==> config.mk <==
export PLATFORM = sky130hd
export DESIGN_NAME = counter_sweep_ctrl
export DESIGN_NICKNAME = d
export VERILOG_FILES = /design/src/rtl/counter_sweep_pkg.sv /design/src/rtl/sweep_count_dp.sv /design/src/rtl/counter_sweep_ctrl.sv
export SDC_FILE = /design/constraint.sdc
export NUM_CORES = 1
export LEC_CHECK = 0
export CAP_MARGIN = 10
export CORE_MARGIN = 8
export CORE_UTILIZATION = 27
export CTS_CLUSTER_SIZE = 10
export DETAILED_ROUTE_END_ITERATION = 16
export GPL_TIMING_DRIVEN = 0
export PLACE_DENSITY = 0.52
export SLEW_MARGIN = 30
export SYNTH_ARGS = -nofsm -noshare
export SYNTH_HDL_FRONTEND = slang
export SYNTH_SLANG_ARGS = --single-unit
export TNS_END_PERCENT = 1
==> constraint.sdc <==
create_clock -name clk -period 3.74 [get_ports clk]
set_clock_uncertainty 0.05 [all_clocks]
set_input_delay 0.748 -clock clk [delete_from_list [all_inputs] [get_ports clk]]
set_output_delay 0.748 -clock clk [all_outputs]
set_load 0.01 [all_outputs]
==> src/rtl/counter_sweep_pkg.sv <==
// Shared definitions for the triangular sweep controller: state encodings
// and default datapath widths.
package counter_sweep_pkg;

  localparam int DEF_WIDTH  = 4;
  localparam int DEF_PASS_W = 4;

  localparam logic [2:0] ST_IDLE = 3'd0;
  localparam logic [2:0] ST_LOAD = 3'd1;
  localparam logic [2:0] ST_UP   = 3'd2;
  localparam logic [2:0] ST_DOWN = 3'd3;
  localparam logic [2:0] ST_DONE = 3'd4;

  typedef enum logic [2:0] {
    S_IDLE = ST_IDLE,
    S_LOAD = ST_LOAD,
    S_UP   = ST_UP,
    S_DOWN = ST_DOWN,
    S_DONE = ST_DONE
  } state_t;

endpackage

==> src/rtl/sweep_count_dp.sv <==
// WIDTH-bit up/down counter register with synchronous load; load wins over
// count enable.
module sweep_count_dp #(
  parameter int WIDTH = 4
) (
  input  logic             clk,
  input  logic             rst_n,
  input  logic             load,
  input  logic [WIDTH-1:0] load_val,
  input  logic             en,
  input  logic             up,
  output logic [WIDTH-1:0] count
);

  // NOTE: sequential state uses non-blocking assignments so every register
  // samples pre-edge values regardless of block ordering.
  always_ff @(posedge clk or negedge rst_n) begin
    if (!rst_n) begin
      count <= '0;
    end else if (load) begin
      count <= load_val;
    end else if (en) begin
      count <= up ? count + WIDTH'(1) : count - WIDTH'(1);
    end
  end

endmodule

==> src/rtl/counter_sweep_ctrl.sv <==
// Sequences an up/down counter through lo->hi->lo triangular passes with a
// start/busy/done handshake and a rejection pulse for invalid requests.
module counter_sweep_ctrl
  import counter_sweep_pkg::*;
#(
  parameter int WIDTH  = DEF_WIDTH,
  parameter int PASS_W = DEF_PASS_W
) (
  input  logic              clk,
  input  logic              reset,
  input  logic              start,
  input  logic [WIDTH-1:0]  lo,
  input  logic [WIDTH-1:0]  hi,
  input  logic [PASS_W-1:0] passes,
  input  logic              hold,
  output logic              busy,
  output logic              done,
  output logic              err,
  output logic [WIDTH-1:0]  count,
  output logic              dir,
  output logic [PASS_W-1:0] pass_cnt
);

  state_t              state;
  logic [WIDTH-1:0]    lo_q;
  logic [WIDTH-1:0]    hi_q;
  logic [PASS_W-1:0]   passes_q;
  logic [PASS_W-1:0]   pass_next;
  logic                at_hi;
  logic                at_lo;
  logic                last_pass;

  logic                dp_load;
  logic                dp_en;
  logic                dp_up;
  logic [WIDTH-1:0]    dp_val;

  assign at_hi     = (count == hi_q);
  assign at_lo     = (count == lo_q);
  assign pass_next = pass_cnt + PASS_W'(1);
  assign last_pass = (pass_next == passes_q);

  // NOTE: every always_comb output gets a default first so no path through
  // the case can leave it unassigned and infer a latch.
  always_comb begin
    dp_load = 1'b0;
    dp_val  = lo_q;
    dp_en   = 1'b0;
    dp_up   = 1'b1;
    unique case (state)
      S_LOAD: dp_load = 1'b1;
      S_UP: begin
        if (!hold) begin
          dp_en = 1'b1;
          dp_up = !at_hi;
        end
      end
      S_DOWN: begin
        if (!hold && !at_lo) begin
          dp_en = 1'b1;
          dp_up = 1'b0;
        end else if (!hold && !last_pass) begin
          // lo was just visited; the next pass restarts one above it
          dp_load = 1'b1;
          dp_val  = lo_q + WIDTH'(1);
        end
      end
      default: ;
    endcase
  end

  always_ff @(posedge clk or negedge reset) begin
    if (!reset) begin
      state    <= S_IDLE;
      lo_q     <= '0;
      hi_q     <= '0;
      passes_q <= '0;
      pass_cnt <= '0;
      dir      <= 1'b0;
      busy     <= 1'b0;
      done     <= 1'b0;
      err      <= 1'b0;
    end else begin
      done <= 1'b0;
      err  <= 1'b0;
      unique case (state)
        S_IDLE: begin
          if (start) begin
            lo_q     <= lo;
            hi_q     <= hi;
            passes_q <= passes;
            if (lo >= hi || passes == '0) begin
              err <= 1'b1;
            end else begin
              state    <= S_LOAD;
              pass_cnt <= '0;
              busy     <= 1'b1;
            end
          end
        end
        S_LOAD: begin
          dir   <= 1'b1;
          state <= S_UP;
        end
        S_UP: begin
          if (!hold && at_hi) begin
            dir   <= 1'b0;
            state <= S_DOWN;
          end
        end
        S_DOWN: begin
          if (!hold && at_lo) begin
            pass_cnt <= pass_next;
            if (last_pass) begin
              dir   <= 1'b0;
              done  <= 1'b1;
              state <= S_DONE;
            end else begin
              dir   <= 1'b1;
              state <= S_UP;
            end
          end
        end
        S_DONE: begin
          dir   <= 1'b0;
          busy  <= 1'b0;
          state <= S_IDLE;
        end
        default: state <= S_IDLE;
      endcase
    end
  end

  sweep_count_dp #(.WIDTH(WIDTH)) u_dp (
    .clk      (clk),
    .rst_n    (reset),
    .load     (dp_load),
    .load_val (dp_val),
    .en       (dp_en),
    .up       (dp_up),
    .count    (count)
  );

endmodule

==> flow_results.xml, run 1 <==
<?xml version="1.0" encoding="UTF-8"?>
<metrics>
  <group name="outcome">
    <metric name="run_status" unit="">finished clean</metric>
  </group>
  <group name="grt">
    <metric name="grt_first_pass_wirelength" unit="mm">6.62</metric>
    <metric name="groute.usage.overall" unit="%">9.07</metric>
    <metric name="first_global_vias" unit="">1407</metric>
    <metric name="global_route.usage.met1" unit="%">10.9</metric>
    <metric name="global_route.peak_usage_layer" unit="">met2</metric>
    <metric name="globalRoute.totalOverflow" unit="">0</metric>
    <metric name="grt_max_degree" unit="">28</metric>
    <metric name="antenna_found_initial" unit="">0</metric>
    <metric name="globalRouteMet3Util" unit="%">1.81</metric>
    <metric name="grtUsageMet2" unit="%">16.1</metric>
  </group>
  <group name="layout">
    <metric name="number_of_fill_cells" unit="">670</metric>
    <metric name="stdcell_area" unit="µm²">2140</metric>
    <metric name="multi_input_comb_area" unit="µm²">970</metric>
    <metric name="seqCellArea" unit="µm²">676</metric>
    <metric name="share_of_layout_cells_above_drive_strength_1" unit="%">13.7</metric>
    <metric name="finalNetCount" unit="">230</metric>
    <metric name="layout-area-overhead-vs-synth" unit="%">25.0</metric>
    <metric name="antenna_cells_inserted" unit="">0</metric>
  </group>
  <group name="route">
    <metric name="total_vias_in_the_final_route" unit="">1325</metric>
    <metric name="first_pass_drt_iterations" unit="">4</metric>
    <metric name="wl_cell" unit="µm">13.8</metric>
    <metric name="drt_first_iter_violations" unit="">56</metric>
    <metric name="totalWireLength" unit="mm">3.87</metric>
    <metric name="drt_drc_violations_left" unit="">0</metric>
    <metric name="post_drt_via_cell_ratio" unit="">4.72</metric>
    <metric name="antenna_violating_nets_post_route" unit="">0</metric>
  </group>
  <group name="critical_path">
    <metric name="reg2reg_setup_slack" unit="ns">0.58</metric>
    <metric name="timing.setup.critical_path_class" unit="">input port to register</metric>
    <metric name="r2r_end" unit="">u_dp.count[3]</metric>
    <metric name="reg2reg_from" unit="">u_dp.count[1]</metric>
    <metric name="worst-endpoint-arrival" unit="ns">3.55</metric>
    <metric name="critical_path.max_fanout" unit="">7</metric>
    <metric name="setup.worst_path.start_class" unit="">input port</metric>
    <metric name="worstRegToRegCells" unit="">12</metric>
    <metric name="setup.worst_path.start" unit="">hold</metric>
    <metric name="critical_path.endpoint_type" unit="">register</metric>
    <metric name="critical_path_required" unit="ns">3.89</metric>
    <metric name="worstSetupEndpoint" unit="">u_dp.count[3]</metric>
  </group>
  <group name="place">
    <metric name="buffer_ports.inserted" unit="">27</metric>
    <metric name="dpl.hpwl" unit="mm">2.98</metric>
    <metric name="postPlaceCellArea" unit="µm²">2090</metric>
    <metric name="finalWeightedCongestion" unit="">0.781</metric>
  </group>
  <group name="floorplanning">
    <metric name="num_rows" unit="">29</metric>
    <metric name="io_pins" unit="">28</metric>
    <metric name="initial_core_util" unit="%">27.4</metric>
    <metric name="fp.coreArea" unit="µm²">6240</metric>
    <metric name="die_width" unit="µm">95.6</metric>
    <metric name="die-area" unit="µm²">9140</metric>
    <metric name="die_height" unit="µm">95.6</metric>
  </group>
  <group name="timing">
    <metric name="period_minus_slack" unit="ns">3.40</metric>
    <metric name="whs" unit="ns">0.420</metric>
    <metric name="fmaxAchievable" unit="MHz">294</metric>
    <metric name="rsz0062_at_grt" unit="">no</metric>
    <metric name="final-max-slew-violation-count" unit="">0</metric>
    <metric name="slew_at_the_pin_closest_to_its_max_slew_limit" unit="ns">0.709</metric>
    <metric name="timing.final.crit_share" unit="%">90.9</metric>
    <metric name="setup_violations" unit="">0</metric>
    <metric name="slew-limit-headroom" unit="%">52.3</metric>
    <metric name="finalHoldViolations" unit="">0</metric>
  </group>
  <group name="synth">
    <metric name="synth-main-ff-cell" unit="">sky130_fd_sc_hd__dfrtp_1</metric>
    <metric name="ys_top_cells_by_count" unit="">sky130_fd_sc_hd__dfrtp_1, sky130_fd_sc_hd__inv_1, sky130_fd_sc_hd__o21ai_0, sky130_fd_sc_hd__xor2_1</metric>
    <metric name="postSynthRegisterBits" unit="">27</metric>
    <metric name="synth_cells" unit="">173</metric>
    <metric name="synth_sequential_area_ratio" unit="%">39.5</metric>
    <metric name="asyncSetResetFlopFracSynth" unit="%">100</metric>
    <metric name="synth.lib_cells_used.distinct" unit="">43</metric>
    <metric name="synth_edf_count" unit="">0</metric>
    <metric name="synth_cell_area" unit="µm²">1710</metric>
    <metric name="yosysWarningCount" unit="">0</metric>
    <metric name="syn_avg_cell_area" unit="µm²">9.89</metric>
    <metric name="synth_top_cell_area_share" unit="%">39.5</metric>
    <metric name="syn-num-nets" unit="">198</metric>
    <metric name="yosys-top-cells-area" unit="">sky130_fd_sc_hd__dfrtp_1, sky130_fd_sc_hd__mux2_2, sky130_fd_sc_hd__xor2_1, sky130_fd_sc_hd__ha_1, sky130_fd_sc_hd__o21ai_0</metric>
    <metric name="synth_most_common_cell" unit="">sky130_fd_sc_hd__dfrtp_1</metric>
    <metric name="cell_type_with_the_highest_aggregate_area_in_the_netlist" unit="">sky130_fd_sc_hd__dfrtp_1</metric>
  </group>
  <group name="pwr">
    <metric name="power.total" unit="W">0.00149</metric>
    <metric name="worst_ir_drop_vdd" unit="mV">0.237</metric>
    <metric name="cellPowerDensity" unit="nW/µm²">698</metric>
    <metric name="power.leakage" unit="nW">0.909</metric>
  </group>
  <group name="clock_tree">
    <metric name="cts-root-to-sink-buffers" unit="">2</metric>
    <metric name="tritoncts.num_buffers" unit="">3</metric>
    <metric name="cts_resized" unit="">0</metric>
    <metric name="cts.htree.levels" unit="">1</metric>
    <metric name="register_clock_pin_slew_on_the_reported_worst_setup_and_hold_paths" unit="ns">0.10</metric>
    <metric name="postCtsSetupBuffers" unit="">0</metric>
    <metric name="clk-insertion-delay-late" unit="ns">0.28</metric>
    <metric name="cts_root_buf" unit="">sky130_fd_sc_hd__clkbuf_8</metric>
    <metric name="clkSinkCount" unit="">27</metric>
    <metric name="cts.hold.buffers_added" unit="">0</metric>
    <metric name="cts_tree" unit="">built</metric>
  </group>
  <group name="run">
    <metric name="cap_viol_max_count" unit="">0</metric>
  </group>
  <group name="min_path">
    <metric name="hp-class" unit="">input port to async pin</metric>
  </group>
</metrics>
[metrics by stage]
step / setup TNS [ns] / worst slack, ns / utilization, % / std cells
floorplan: 0 / 0.693 / - / 173
CTS: 0 / 0.105 / 34.1 / 281
detailed placement: -0.185 / -0.185 / 33.4 / 277
global placement: -0.220 / -0.220 / 33.3 / 277
finish: 0 / 0.340 / 34.3 / 281
global route: 0 / 0.0348 / 34.3 / 281
[power by group]
| part | leakage [nW] | switching, W | internal [W] | total (W) |
|---|---|---|---|---|
| Sequential | 0.340 | 0.000124 | 0.000398 | 0.000521 |
| Combinational | 0.546 | 0.000404 | 0.000395 | 0.000799 |
| Clock | 0.0228 | 0.0000959 | 0.0000765 | 0.000172 |
| Total | 0.909 | 0.000624 | 0.000869 | 0.00149 |
[worst max-delay path: stages]
cell	delay (ns)
sky130_fd_sc_hd__clkdlybuf4s50_1	0.48
sky130_fd_sc_hd__or3b_1	0.37
sky130_fd_sc_hd__clkbuf_1	0.19
sky130_fd_sc_hd__a21oi_2	0.25
sky130_fd_sc_hd__o21ai_0	0.20
sky130_fd_sc_hd__inv_1	0.13
sky130_fd_sc_hd__ha_1	0.20
sky130_fd_sc_hd__nand3_1	0.18
sky130_fd_sc_hd__a2111oi_1	0.38
sky130_fd_sc_hd__mux2i_1	0.13
sky130_fd_sc_hd__nand4_1	0.13
sky130_fd_sc_hd__nand3_1	0.10
sky130_fd_sc_hd__o211ai_2	0.07
[layout make-up]
class                      instances  share of cell area (%)
buffer                             6                    1.81
clock buffer                       4                    2.11
inverter                          13                    2.28
multi-input combinational        127                    45.3
sequential                        27                    31.6
tap                               77                    4.50
timing repair buffer              27                    12.4
[cell families after synthesis]
group                    count (synthesis)  synth area share (%)
AND/OR/NAND/NOR                         54                  18.9
flip-flops                              27                  39.5
multiplexers                            15                  9.58
adder cells (fa/ha/maj)                  9                  7.02
buffers and inverters                   19                  5.12
XOR/XNOR                                16                  8.19
AO/OA/AOI/OAI                           33                  11.7
[metal layers]
metal | up-vias | part of all wire, %
met5 | - | 0
met4 | 0 | 0.57
met3 | 2 | 2.8
met2 | 13 | 49
met1 | 642 | 47
li1 | 668 | -
[layout by cell type (no fill, tap or decap), types with 8 or more instances in the layout]
cell type                         count
sky130_fd_sc_hd__a21oi_1              8
sky130_fd_sc_hd__clkdlybuf4s50_1     26
sky130_fd_sc_hd__dfrtp_1             27
sky130_fd_sc_hd__ha_1                 8
sky130_fd_sc_hd__inv_1               13
sky130_fd_sc_hd__mux2_2              11
sky130_fd_sc_hd__nand2_1             11
sky130_fd_sc_hd__nor2_1              11
sky130_fd_sc_hd__o21ai_0             12
sky130_fd_sc_hd__xor2_1              12
[flip-flops by register name, summed over array words and instances, names as in the netlist]
name	flops
u_dp.count	4
done	1
state	3
err	1
lo_q	4
busy	1
passes_q	4
pass_cnt	4
dir	1
hi_q	4
[worst min-delay path by stage]
stage                        from       to  slack, ns  depth (start not counted)
final                       reset  hi_q[2]       0.42                          1
after global routing        reset  hi_q[2]       0.47                          1
after CTS                   reset  hi_q[2]       0.45                          1
after detailed placement  hi_q[1]  hi_q[1]       0.47                          1
after global placement    hi_q[1]  hi_q[1]       0.46                          1
after floorplan             reset     busy       0.40                          0
Power figures use the tool's default switching activity.
==> run 2: changes to the inputs <==
Settings changed: PLACE_DENSITY 0.52 to unset.
==> run 2 against run 1 <==
Net effect:
- sequential share of layout area increased by 0.074 points
- total power decreased by 1.3%
- critical endpoint unchanged
- cell area decreased by 0.23%
- register-to-register slack got worse by 0.06 ns
- global-route usage about the same
- non-clock buffer count unchanged
- first-iteration DRC count decreased by 14%
==> flow_results.xml, run 2 (synthesized netlist as in run 1, its figures left out) <==
<?xml version="1.0" encoding="UTF-8"?>
<metrics>
  <group name="pwr">
    <metric name="cellPowerDensity" unit="nW/µm²">690</metric>
    <metric name="p_sw" unit="W">0.000610</metric>
    <metric name="power.total" unit="W">0.00147</metric>
    <metric name="internal_power" unit="W">0.000863</metric>
    <metric name="clkPwrFrac" unit="%">11.5</metric>
    <metric name="worst_ir_drop_vdd" unit="mV">0.284</metric>
    <metric name="switching_power_share_of_the_total" unit="%">41.4</metric>
    <metric name="seqPwrFrac" unit="%">35.2</metric>
    <metric name="comb_power_share" unit="%">53.3</metric>
    <metric name="power.leakage" unit="nW">0.908</metric>
  </group>
  <group name="critical_path">
    <metric name="setup.worst_path.start_class" unit="">input port</metric>
    <metric name="slowest_stage" unit="">sky130_fd_sc_hd__clkdlybuf4s50_1</metric>
    <metric name="critical_path_required" unit="ns">3.85</metric>
    <metric name="worst_path_largest_cell_delay" unit="ns">0.47</metric>
    <metric name="r2r_end" unit="">u_dp.count[3]</metric>
    <metric name="worstRegToRegCells" unit="">13</metric>
    <metric name="worst-endpoint-arrival" unit="ns">3.64</metric>
    <metric name="critical_path.cell_chain" unit="">clkdlybuf4s50_1, or3b_1, clkbuf_1, a21oi_2, o21ai_0, inv_1, ha_1, a21oi_1, a2111oi_0, mux2i_1, nand4_1, nand3_1, o211ai_2</metric>
    <metric name="reg2reg_setup_slack" unit="ns">0.52</metric>
    <metric name="reg2reg_from" unit="">u_dp.count[0]</metric>
    <metric name="critical_path.endpoint_type" unit="">register</metric>
    <metric name="timing.setup.critical_path_class" unit="">input port to register</metric>
    <metric name="critical_path.max_fanout" unit="">7</metric>
  </group>
  <group name="clock_tree">
    <metric name="register_clock_pin_slew_on_the_reported_worst_setup_and_hold_paths" unit="ns">0.10</metric>
    <metric name="clk-insertion-delay-late" unit="ns">0.27</metric>
    <metric name="postCtsSetupBuffers" unit="">0</metric>
    <metric name="cts_root_buf" unit="">sky130_fd_sc_hd__clkbuf_8</metric>
    <metric name="cts.hold.buffers_added" unit="">0</metric>
    <metric name="tritoncts.num_buffers" unit="">3</metric>
    <metric name="cts.htree.levels" unit="">1</metric>
    <metric name="clkSinkCount" unit="">27</metric>
    <metric name="cts_tree" unit="">built</metric>
    <metric name="cts-root-to-sink-buffers" unit="">2</metric>
  </group>
  <group name="floorplanning">
    <metric name="die_width" unit="µm">95.6</metric>
    <metric name="die-area" unit="µm²">9140</metric>
    <metric name="die_height" unit="µm">95.6</metric>
    <metric name="fp.coreArea" unit="µm²">6240</metric>
    <metric name="num_rows" unit="">29</metric>
    <metric name="initial_core_util" unit="%">27.4</metric>
    <metric name="io_pins" unit="">28</metric>
  </group>
  <group name="timing">
    <metric name="slew-limit-headroom" unit="%">50.0</metric>
    <metric name="setup_total_negative_slack" unit="ns">0</metric>
    <metric name="period_minus_slack" unit="ns">3.53</metric>
    <metric name="slew_at_the_pin_closest_to_its_max_slew_limit" unit="ns">0.744</metric>
    <metric name="final-max-slew-violation-count" unit="">0</metric>
    <metric name="setup_violations" unit="">0</metric>
    <metric name="finalHoldViolations" unit="">0</metric>
    <metric name="fmaxAchievable" unit="MHz">283</metric>
    <metric name="rsz0062_at_grt" unit="">no</metric>
    <metric name="timing.final.crit_share" unit="%">94.4</metric>
  </group>
  <group name="layout">
    <metric name="most_frequent_cells_in_the_layout" unit="">sky130_fd_sc_hd__dfrtp_1, sky130_fd_sc_hd__clkdlybuf4s50_1, sky130_fd_sc_hd__inv_1</metric>
    <metric name="antenna_cells_inserted" unit="">0</metric>
    <metric name="multi_input_comb_area" unit="µm²">965</metric>
    <metric name="layout-area-overhead-vs-synth" unit="%">24.7</metric>
    <metric name="finalNetCount" unit="">230</metric>
    <metric name="mostFrequentLayoutCell" unit="">sky130_fd_sc_hd__dfrtp_1</metric>
    <metric name="share_of_layout_cells_above_drive_strength_1" unit="%">13.2</metric>
    <metric name="seqCellArea" unit="µm²">676</metric>
    <metric name="number_of_fill_cells" unit="">669</metric>
  </group>
  <group name="min_path">
    <metric name="hp-class" unit="">input port to async pin</metric>
  </group>
  <group name="route">
    <metric name="totalWireLength" unit="mm">3.75</metric>
    <metric name="antenna_violating_nets_post_route" unit="">0</metric>
    <metric name="post_drt_via_cell_ratio" unit="">4.76</metric>
    <metric name="total_vias_in_the_final_route" unit="">1337</metric>
    <metric name="wl_cell" unit="µm">13.4</metric>
    <metric name="first_pass_drt_iterations" unit="">4</metric>
    <metric name="drt_first_iter_violations" unit="">48</metric>
    <metric name="drt_drc_violations_left" unit="">0</metric>
  </group>
  <group name="place">
    <metric name="finalWeightedCongestion" unit="">0.780</metric>
    <metric name="dpl.hpwl" unit="mm">2.95</metric>
    <metric name="buffer_ports.inserted" unit="">27</metric>
  </group>
  <group name="grt">
    <metric name="grt_max_degree" unit="">28</metric>
    <metric name="antenna_found_initial" unit="">0</metric>
    <metric name="grt_first_pass_wirelength" unit="mm">6.69</metric>
    <metric name="globalRoute.totalOverflow" unit="">0</metric>
    <metric name="first_global_vias" unit="">1400</metric>
    <metric name="groute.usage.overall" unit="%">9.06</metric>
  </group>
  <group name="run">
    <metric name="cap_viol_max_count" unit="">0</metric>
  </group>
  <group name="outcome">
    <metric name="run_status" unit="">finished clean</metric>
  </group>
</metrics>
run 2: layout make-up:
type	count	share of cell area, %
buffer	6	1.82
timing repair buffer	27	12.4
tap	77	4.51
inverter	13	2.29
clock buffer	4	2.11
multi-input combinational	127	45.2
sequential	27	31.7
run 2: worst max-delay path by stage:
stage / from / to / cells past startpoint / slack (ns)
3_3_place_gp: hold / u_dp.count[3] / 13 / -0.18
3_5_place_dp: hold / u_dp.count[3] / 13 / -0.21
2_1_floorplan: hold / u_dp.count[3] / 12 / 0.69
4_1_cts: hold / u_dp.count[3] / 13 / 0.08
5_1_grt: hold / u_dp.count[3] / 13 / 0.01
6_report: hold / u_dp.count[3] / 13 / 0.21
run 2: through the flow:
step                hold WS [ns]  cell area [µm²]  setup WS [ns]  util [%]  instances
floorplan                  0.402             1710          0.693         -        173
global placement           0.465             2080         -0.181      33.3        277
detailed placement         0.471             2090         -0.215      33.4        277
CTS                        0.442             2130         0.0813      34.1        281
global route               0.470             2130         0.0111      34.2        281
finish                     0.424             2130          0.209      34.2        281
run 2: worst max-delay path, delay by kind of cell:
family	cells	cell delay, ns
AOI/OAI and AO/OA	5	1.05
buffers and inverters	3	0.79
muxes	1	0.16
and+or+nand+nor	3	0.61
adders and majority gates	1	0.27
run 2: what timing repair did:
action	in CTS	in global routing
endpoints found under the setup margin	0	1
gates resized for setup	0	1
endpoints found under the hold margin	0	0
run 2: power groups by stage:
stage                     clock network [W]  registers [W]  logic [W]
after floorplan                           0       0.000513   0.000550
final                              0.000170       0.000518   0.000785
after global placement                    0       0.000523   0.000772
after CTS                          0.000178       0.000521   0.000794
after detailed placement                  0       0.000527   0.000790
after global routing               0.000188       0.000541   0.000888
run 2: metal layers:
layer  vias up  track usage [%]  routed length (µm)
met1       639             11.6                1840
met3         5             1.42                  78
met4         0             2.69                  41
met2        20             15.3                1790
li1        673                -                   -
met5         -                0                   0
